**src/rtl/cr_lz77_comp_sym_ser_pkg.sv**
```systemverilog
// Shared types for the LZ77 compressor symbol serialiser: token lane types,
// the registered output symbol and the serialiser FSM states.
package cr_lz77_comp_sym_ser_pkg;

  typedef enum logic [1:0] {
    TOK_NONE = 2'd0,
    TOK_LIT  = 2'd1,
    TOK_MTCH = 2'd2,
    TOK_RSVD = 2'd3
  } lz_tok_type_e;

  typedef struct packed {
    logic [1:0]  typ;
    logic [7:0]  data;
    logic [15:0] len;
    logic [15:0] ofs;
  } lz_sym_t;

  typedef enum logic [1:0] {
    ST_IDLE  = 2'd0,
    ST_LANES = 2'd1,
    ST_EOT   = 2'd2
  } sym_ser_state_e;

  localparam logic [1:0] SYM_LIT  = 2'd1;
  localparam logic [1:0] SYM_MTCH = 2'd2;
  localparam logic [1:0] SYM_EOT  = 2'd3;

endpackage

```
**src/rtl/cr_lz77_comp_sym_ser_if.sv**
```systemverilog
// Token-beat input stream and serialised symbol output stream of the
// symbol serialiser; master is the environment side, slave the serialiser.
interface cr_lz77_comp_sym_ser_if;
  logic        in_vld;
  logic        in_rdy;
  logic [7:0]  in_type;
  logic [31:0] in_literal;
  logic [15:0] in_mtch_len;
  logic [15:0] in_mtch_ofs;
  logic        in_eot;
  logic        sym_vld;
  logic        sym_rdy;
  logic [1:0]  sym_type;
  logic [7:0]  sym_data;
  logic [15:0] sym_len;
  logic [15:0] sym_ofs;

  modport master (
    output in_vld, in_type, in_literal, in_mtch_len, in_mtch_ofs, in_eot, sym_rdy,
    input  in_rdy, sym_vld, sym_type, sym_data, sym_len, sym_ofs
  );

  modport slave (
    input  in_vld, in_type, in_literal, in_mtch_len, in_mtch_ofs, in_eot, sym_rdy,
    output in_rdy, sym_vld, sym_type, sym_data, sym_len, sym_ofs
  );
endinterface

```
**src/rtl/cr_lz77_comp_sym_cnt.sv**
```systemverilog
// Saturating event counter with synchronous clear; clear beats increment.
module cr_lz77_comp_sym_cnt #(
  parameter int CNT_W = 32
) (
  input  logic             clk,
  input  logic             rst_n,
  input  logic             clr,
  input  logic             inc,
  output logic [CNT_W-1:0] cnt
);

  always_ff @(posedge clk or negedge rst_n) begin
    if (!rst_n) begin
      cnt <= '0;
    end else if (clr) begin
      cnt <= '0;
    end else if (inc && !(&cnt)) begin
      cnt <= cnt + 1'b1;
    end
  end

endmodule

```
**src/rtl/cr_lz77_comp_sym_ser.sv**
```systemverilog
// Serialises LZ77 token beats (up to LANES literals or one match, plus EOT)
// into one registered symbol per cycle and keeps saturating event counters.
module cr_lz77_comp_sym_ser
  import cr_lz77_comp_sym_ser_pkg::*;
#(
  parameter int LANES = 4,
  parameter int CNT_W = 32
) (
  input  logic                  clk,
  input  logic                  rst_n,
  cr_lz77_comp_sym_ser_if.slave tok,
  input  logic                  stat_clr,
  output logic [CNT_W-1:0]      lit_cnt,
  output logic [CNT_W-1:0]      mtch_cnt,
  output logic [CNT_W-1:0]      eot_cnt,
  output logic                  tok_err
);

  localparam int LW = $clog2(LANES);

  sym_ser_state_e state, state_nx;

  logic [2*LANES-1:0] h_type;
  logic [8*LANES-1:0] h_lit;
  logic [15:0]        h_len, h_ofs;
  logic               h_eot;
  logic [LANES-1:0]   h_mask;

  logic [LANES-1:0]   in_mask;
  logic               in_err, seen_mtch;

  logic               in_rdy_c, acc, load_ok, cur_active, cur_eot;
  logic [LANES-1:0]   cur_mask, rem_mask;
  logic [2*LANES-1:0] cur_type;
  logic [8*LANES-1:0] cur_lit;
  logic [15:0]        cur_len, cur_ofs;
  logic [LW-1:0]      lane_idx;
  logic [1:0]         lane_type;

  lz_sym_t            sym_nx, sym_p1;
  logic               sym_vld_nx, sym_vld_p1, sym_load, sym_hs;
  logic               tok_err_p1;

  // Pending-lane mask of an incoming beat: only the lowest match lane survives.
  always_comb begin
    in_mask   = '0;
    in_err    = 1'b0;
    seen_mtch = 1'b0;
    for (int i = 0; i < LANES; i++) begin
      case (tok.in_type[2*i +: 2])
        TOK_LIT:  in_mask[i] = 1'b1;
        TOK_MTCH: begin
          if (seen_mtch) in_err = 1'b1;
          else           in_mask[i] = 1'b1;
          seen_mtch = 1'b1;
        end
        TOK_RSVD: in_err = 1'b1;
        default:  ;
      endcase
    end
  end

  // Stage p0: pick the source beat (bypassed input or held beat) and its lowest lane.
  always_comb begin
    in_rdy_c   = rst_n && (state == ST_IDLE);
    acc        = tok.in_vld && in_rdy_c;
    load_ok    = !sym_vld_p1 || tok.sym_rdy;
    cur_active = acc || (state != ST_IDLE);
    cur_mask   = acc ? in_mask         : h_mask;
    cur_type   = acc ? tok.in_type     : h_type;
    cur_lit    = acc ? tok.in_literal  : h_lit;
    cur_len    = acc ? tok.in_mtch_len : h_len;
    cur_ofs    = acc ? tok.in_mtch_ofs : h_ofs;
    cur_eot    = acc ? tok.in_eot      : h_eot;

    lane_idx = '0;
    for (int i = LANES - 1; i >= 0; i--) begin
      if (cur_mask[i]) lane_idx = LW'(i);
    end
    lane_type = cur_type[2*lane_idx +: 2];

    state_nx   = state;
    rem_mask   = cur_mask;
    sym_nx     = '0;
    sym_vld_nx = sym_vld_p1;
    sym_load   = 1'b0;

    if (load_ok) begin
      sym_load   = 1'b1;
      sym_vld_nx = 1'b0;
      if (cur_mask != '0) begin
        sym_vld_nx         = 1'b1;
        rem_mask[lane_idx] = 1'b0;
        if (lane_type == TOK_LIT) begin
          sym_nx.typ  = SYM_LIT;
          sym_nx.data = cur_lit[8*lane_idx +: 8];
        end else begin
          sym_nx.typ = SYM_MTCH;
          sym_nx.len = cur_len;
          sym_nx.ofs = cur_ofs;
        end
        if (rem_mask != '0) state_nx = ST_LANES;
        else if (cur_eot)   state_nx = ST_EOT;
        else                state_nx = ST_IDLE;
      end else if (cur_active && cur_eot) begin
        sym_vld_nx = 1'b1;
        sym_nx.typ = SYM_EOT;
        state_nx   = ST_IDLE;
      end else begin
        state_nx = ST_IDLE;
      end
    end else if (acc) begin
      if (in_mask != '0)   state_nx = ST_LANES;
      else if (tok.in_eot) state_nx = ST_EOT;
      else                 state_nx = ST_IDLE;
    end
  end

  always_ff @(posedge clk or negedge rst_n) begin
    if (!rst_n) state <= ST_IDLE;
    else        state <= state_nx;
  end

  // Stage p1: registered symbol, pending mask and error pulse.
  always_ff @(posedge clk or negedge rst_n) begin
    if (!rst_n) begin
      h_mask     <= '0;
      sym_vld_p1 <= 1'b0;
      sym_p1     <= '0;
      tok_err_p1 <= 1'b0;
    end else begin
      h_mask     <= rem_mask;
      sym_vld_p1 <= sym_vld_nx;
      tok_err_p1 <= acc && in_err;
      if (sym_load) sym_p1 <= sym_nx;
    end
  end

  always_ff @(posedge clk) begin
    if (acc) begin
      h_type <= tok.in_type;
      h_lit  <= tok.in_literal;
      h_len  <= tok.in_mtch_len;
      h_ofs  <= tok.in_mtch_ofs;
      h_eot  <= tok.in_eot;
    end
  end

  assign sym_hs       = sym_vld_p1 && tok.sym_rdy;
  assign tok.in_rdy   = in_rdy_c;
  assign tok.sym_vld  = sym_vld_p1;
  assign tok.sym_type = sym_p1.typ;
  assign tok.sym_data = sym_p1.data;
  assign tok.sym_len  = sym_p1.len;
  assign tok.sym_ofs  = sym_p1.ofs;
  assign tok_err      = tok_err_p1;

  cr_lz77_comp_sym_cnt #(.CNT_W(CNT_W)) u_lit_cnt (
    .clk (clk), .rst_n (rst_n), .clr (stat_clr),
    .inc (sym_hs && (sym_p1.typ == SYM_LIT)), .cnt (lit_cnt)
  );

  cr_lz77_comp_sym_cnt #(.CNT_W(CNT_W)) u_mtch_cnt (
    .clk (clk), .rst_n (rst_n), .clr (stat_clr),
    .inc (sym_hs && (sym_p1.typ == SYM_MTCH)), .cnt (mtch_cnt)
  );

  cr_lz77_comp_sym_cnt #(.CNT_W(CNT_W)) u_eot_cnt (
    .clk (clk), .rst_n (rst_n), .clr (stat_clr),
    .inc (sym_hs && (sym_p1.typ == SYM_EOT)), .cnt (eot_cnt)
  );

endmodule
```
**src/flat_wrapper.sv**
```systemverilog
// flat-port wrapper written by rule: the top's interface ports become plain ports
module cr_lz77_comp_sym_ser_flat import cr_lz77_comp_sym_ser_pkg::*;
#(
  parameter int LANES = 4,
  parameter int CNT_W = 32
)
  (clk, rst_n, stat_clr, lit_cnt, mtch_cnt, eot_cnt, tok_err, tok_in_vld, tok_in_type, tok_in_literal, tok_in_mtch_len, tok_in_mtch_ofs, tok_in_eot, tok_sym_rdy, tok_in_rdy, tok_sym_vld, tok_sym_type, tok_sym_data, tok_sym_len, tok_sym_ofs);
  cr_lz77_comp_sym_ser_if tok_i ();
  input  logic clk;
  input  logic rst_n;
  input  logic stat_clr;
  output logic [CNT_W-1:0] lit_cnt;
  output logic [CNT_W-1:0] mtch_cnt;
  output logic [CNT_W-1:0] eot_cnt;
  output logic tok_err;
  input wire logic [$bits(tok_i.in_vld)-1:0] tok_in_vld;
  input wire logic [$bits(tok_i.in_type)-1:0] tok_in_type;
  input wire logic [$bits(tok_i.in_literal)-1:0] tok_in_literal;
  input wire logic [$bits(tok_i.in_mtch_len)-1:0] tok_in_mtch_len;
  input wire logic [$bits(tok_i.in_mtch_ofs)-1:0] tok_in_mtch_ofs;
  input wire logic [$bits(tok_i.in_eot)-1:0] tok_in_eot;
  input wire logic [$bits(tok_i.sym_rdy)-1:0] tok_sym_rdy;
  output wire logic [$bits(tok_i.in_rdy)-1:0] tok_in_rdy;
  output wire logic [$bits(tok_i.sym_vld)-1:0] tok_sym_vld;
  output wire logic [$bits(tok_i.sym_type)-1:0] tok_sym_type;
  output wire logic [$bits(tok_i.sym_data)-1:0] tok_sym_data;
  output wire logic [$bits(tok_i.sym_len)-1:0] tok_sym_len;
  output wire logic [$bits(tok_i.sym_ofs)-1:0] tok_sym_ofs;
  assign tok_i.in_vld = tok_in_vld;
  assign tok_i.in_type = tok_in_type;
  assign tok_i.in_literal = tok_in_literal;
  assign tok_i.in_mtch_len = tok_in_mtch_len;
  assign tok_i.in_mtch_ofs = tok_in_mtch_ofs;
  assign tok_i.in_eot = tok_in_eot;
  assign tok_i.sym_rdy = tok_sym_rdy;
  assign tok_in_rdy = tok_i.in_rdy;
  assign tok_sym_vld = tok_i.sym_vld;
  assign tok_sym_type = tok_i.sym_type;
  assign tok_sym_data = tok_i.sym_data;
  assign tok_sym_len = tok_i.sym_len;
  assign tok_sym_ofs = tok_i.sym_ofs;
  cr_lz77_comp_sym_ser #(.LANES(LANES), .CNT_W(CNT_W)) u_core (.clk(clk), .rst_n(rst_n), .tok(tok_i), .stat_clr(stat_clr), .lit_cnt(lit_cnt), .mtch_cnt(mtch_cnt), .eot_cnt(eot_cnt), .tok_err(tok_err));
endmodule
```
**config.mk**
```make
export PLATFORM = sky130hd
export DESIGN_NAME = cr_lz77_comp_sym_ser_flat
export DESIGN_NICKNAME = d
export VERILOG_FILES = /design/src/rtl/cr_lz77_comp_sym_ser_pkg.sv /design/src/rtl/cr_lz77_comp_sym_ser_if.sv /design/src/rtl/cr_lz77_comp_sym_cnt.sv /design/src/rtl/cr_lz77_comp_sym_ser.sv /design/src/flat_wrapper.sv
export SDC_FILE = /design/constraint.sdc
export NUM_CORES = 1
export LEC_CHECK = 0
export ABC_AREA = 0
export BUFFER_PORTS_ARGS = -buffer_cell sky130_fd_sc_hd__buf_2
export CORE_ASPECT_RATIO = 1.4
export CORE_MARGIN = 3
export CORE_UTILIZATION = 55
export CTS_CLUSTER_DIAMETER = 200
export CTS_CLUSTER_SIZE = 14
export DETAILED_ROUTE_END_ITERATION = 6
export GPL_ROUTABILITY_DRIVEN = 1
export PLACE_DENSITY_LB_ADDON = 0.25
export SYNTH_ARGS = -nofsm -noshare
export SYNTH_HDL_FRONTEND = slang
export SYNTH_SLANG_ARGS = --single-unit
```
**constraint.sdc**
```tcl
create_clock -name clk -period 3.23 [get_ports clk]
set_input_delay 0.323 -clock clk [delete_from_list [all_inputs] [get_ports clk]]
set_output_delay 0.323 -clock clk [all_outputs]
set_load 0.02 [all_outputs]
```
==> flow_metrics.tcl <==
set metrics [dict create \
    ir_drop_uv 476 \
    synthDistinctLibCells 69 \
    end_kind "flip-flop" \
    timing.fmax_mhz 347 \
    wire_per_inst_um 15.9 \
    yosys_warnings 0 \
    dp_hpwl_um 18100 \
    setup_viol 0 \
    first_global_vias 8617 \
    r2r_slack_ps 530 \
    core_area_mm2 0.0181 \
    hold_violations 0 \
    cts.sinks 219 \
    area_growth_pct 18.8 \
    fin_ws_ps 352 \
    wl_met2_um 13300 \
    hold_class "in2reg" \
    postSynthCellCount 1159 \
    vias 8904 \
    crit_path_max_fanout 33 \
    io_buffers 218 \
    final_antenna_net_count 0 \
    worst_ep_arrival_time_ps 3250 \
    slew_violations 0 \
    dpl_worst_slack_ps 427 \
    htreeDepth 1 \
    syn-cell-area_mm2 0.0102 \
    die_height_um 167 \
    met1_length_um 10600 \
    grt_pass1_wl_um 42200 \
    ys_ff_latch 219 \
    vias_per_cell 5.50 \
    ys_async_sr_fraction 0.667 \
    drt_iter0_drc 556 \
    syn_area_per_cell_um2 8.78 \
    ys_seq_area_frac 0.503 \
    worst-setup-path-type "in2reg" \
    grtUsageTotal 0.250 \
    cts_max_path_buffers 3 \
    layout-drive-gt1-share 0.205 \
    cts-buffers-inserted 19 \
    synth_edf_count 0 \
    grt_max_degree 82 \
    drcViolationCount 0 \
    die_area_mm2 0.0202 \
    routed_wirelength_um 25800 \
    io_pins 219 \
    die_x_um 121 \
    root_buffer "clkbuf_16" \
    worst_skew_pair.late_latency_ps 480 \
    cts_setup_buffers 0 \
    cts_resized 0 \
    fin_nets 1458 \
    topRoutingLayerUsed "met5" \
    leakage_uw 0.00596 \
    cp.required_ps 3610 \
    initial_core_util 0.563 \
    setup_total_negative_slack_ps 0 \
    skew_ps 14.0 \
    worstMarginPinSlew_ps 1010 \
    overflow 0 \
    syn_nets 1251 \
    rsz0062_at_grt "false" \
    gp_congestion 0.933 \
    cts_tree "yes" \
    wl_met3_um 1390 \
    synthFlopType "dfrtp_1" \
    clkTransAtPathRegs_ps 70 \
    finalCriticalPeriod_ps 2880 \
    crit_path_start_kind "input port" \
    p_per_area_mw_per_mm2 616 \
    outcome "finished clean" \
    rows 58 \
    dr.pass1.iters 5 \
    finalCritPeriodShare 0.891 \
    grt_antenna_before_repair 2 \
    cap_violations 0 \
    maxSlewHeadroom 0.324 \
]
[power breakdown]
part / total, µW / internal [µW] / leakage (µW) / switching (µW)
logic: 1880 / 620 / 0.00308 / 1260
registers: 3500 / 3250 / 0.00263 / 247
clock network: 2070 / 1110 / 0.000250 / 968
total: 7450 / 4980 / 0.00596 / 2470
[layout make-up]
class | count | area (µm²)
fillers | 1521 | 5980
flip-flops and latches | 219 | 5110
multi-input cells | 866 | 4780
repair buffers | 239 | 1280
clock buffers | 32 | 524
well taps | 240 | 300
inverters | 21 | 78.8
clock inverters | 1 | 7.51
diodes | 1 | 2.50
[worst paths after layout]
path / start / to / cells after the start
setup / recovery: rst_n / u_core.tok.sym_type[0] / 10
hold reg to reg: u_core.h_lit[21] / u_core.h_lit[21] / 2
max in group asynchronous: rst_n / u_core.u_lit_cnt.cnt[25] / 4
setup reg to reg: u_core.state[0] / u_core.tok.sym_type[0] / 8
min in group asynchronous: rst_n / u_core.state[1] / 2
hold / removal: tok_in_literal[31] / u_core.h_lit[31] / 3
[synth_stat cells (all sizes together) (4+ instances only)]
cell type,count,area (µm²)
and4,16,141
or3,20,131
a21oi,38,190
o21ai,31,155
buf,21,92.6
o211ai,42,315
dfrtp,146,3650
nand3,51,260
xor2,37,324
and2,13,82.6
nor3,17,85.1
inv,21,78.8
nor4,8,50.1
mux2i,5,50.1
nor2,112,420
a32oi,9,86.3
nand4,22,138
a32o,8,80.1
and3,13,82.6
dfxtp,73,1460
ha,14,175
clkbuf,32,140
a31oi,4,25.0
nand2,320,1210
xnor2,38,333
[critical path: stages]
cell and delay (ps):
dlygate4sd3_1 600, buf_6 240, nand4bb_4 230, and2_1 320, a21oi_1 410, o21ai_1 180, a32oi_2 260, buf_4 380
o21ai_0 140, o211a_1 160
[state kept, by name, summed over array words and instances, names as in the netlist]
register / flops
u_core.tok.sym_data: 8
u_core.h_ofs: 16
u_core.h_eot: 1
u_core.h_type: 8
u_core.u_eot_cnt.cnt: 32
u_core.h_mask: 4
u_core.tok.sym_len: 16
u_core.tok_err: 1
u_core.u_mtch_cnt.cnt: 32
u_core.u_lit_cnt.cnt: 32
u_core.h_lit: 32
u_core.h_len: 16
u_core.tok.sym_ofs: 16
u_core.tok.sym_type: 2
u_core.state: 2
u_core.tok.sym_vld: 1
[layer usage]
metal / vias to the layer above / GRT usage
li1: 4370 / -
met1: 4266 / 0.321
met2: 229 / 0.443
met3: 37 / 0.0353
met4: 2 / 0.0626
met5: - / 0
[placed cells by master (no fill, tap or decap), types with 17 or more instances in the layout]
cell,n
a21oi_1,38
buf_2,217
buf_4,18
clkbuf_16,19
dfrtp_1,146
dfxtp_1,73
inv_1,21
nand2_1,319
nand3_1,50
nand4_1,22
nor2_1,111
nor3_1,17
o211ai_1,42
o21ai_0,28
or3_1,18
xnor2_1,38
xor2_1,37
[cells by family (layout without fill, tap and decap cells)]
group | count (synthesis) | after routing | synth area share
AO/OA/AOI/OAI | 158 | 158 | 0.106
XOR/XNOR | 75 | 75 | 0.0645
adder cells (fa/ha/maj) | 15 | 15 | 0.0182
buffers and inverters | 74 | 293 | 0.0306
flip-flops | 219 | 219 | 0.503
multiplexers | 7 | 7 | 0.00713
other | 0 | 1 | 0
AND/OR/NAND/NOR | 611 | 611 | 0.271
[stage by stage]
step                utilization  hold slack [ps]  total power [µW]  cells  instance area [µm²]
detailed placement        0.639              179              5420   1584                11500
floorplan                     -             27.4              4730   1159                10200
global route              0.669             48.5              7870   1619                12100
finish                    0.669             49.2              7450   1619                12100
CTS                       0.669             33.2              7510   1618                12100
global placement          0.639              176              5380   1584                11500
[timing repair]
| action | 4_1_cts | 5_1_grt |
|---|---|---|
| hold endpoints to repair | 17 | 0 |
| hold buffers | 1 | 0 |
| endpoints found under the setup margin | 0 | 0 |
Note: power is estimated with default switching activity, not from simulation.
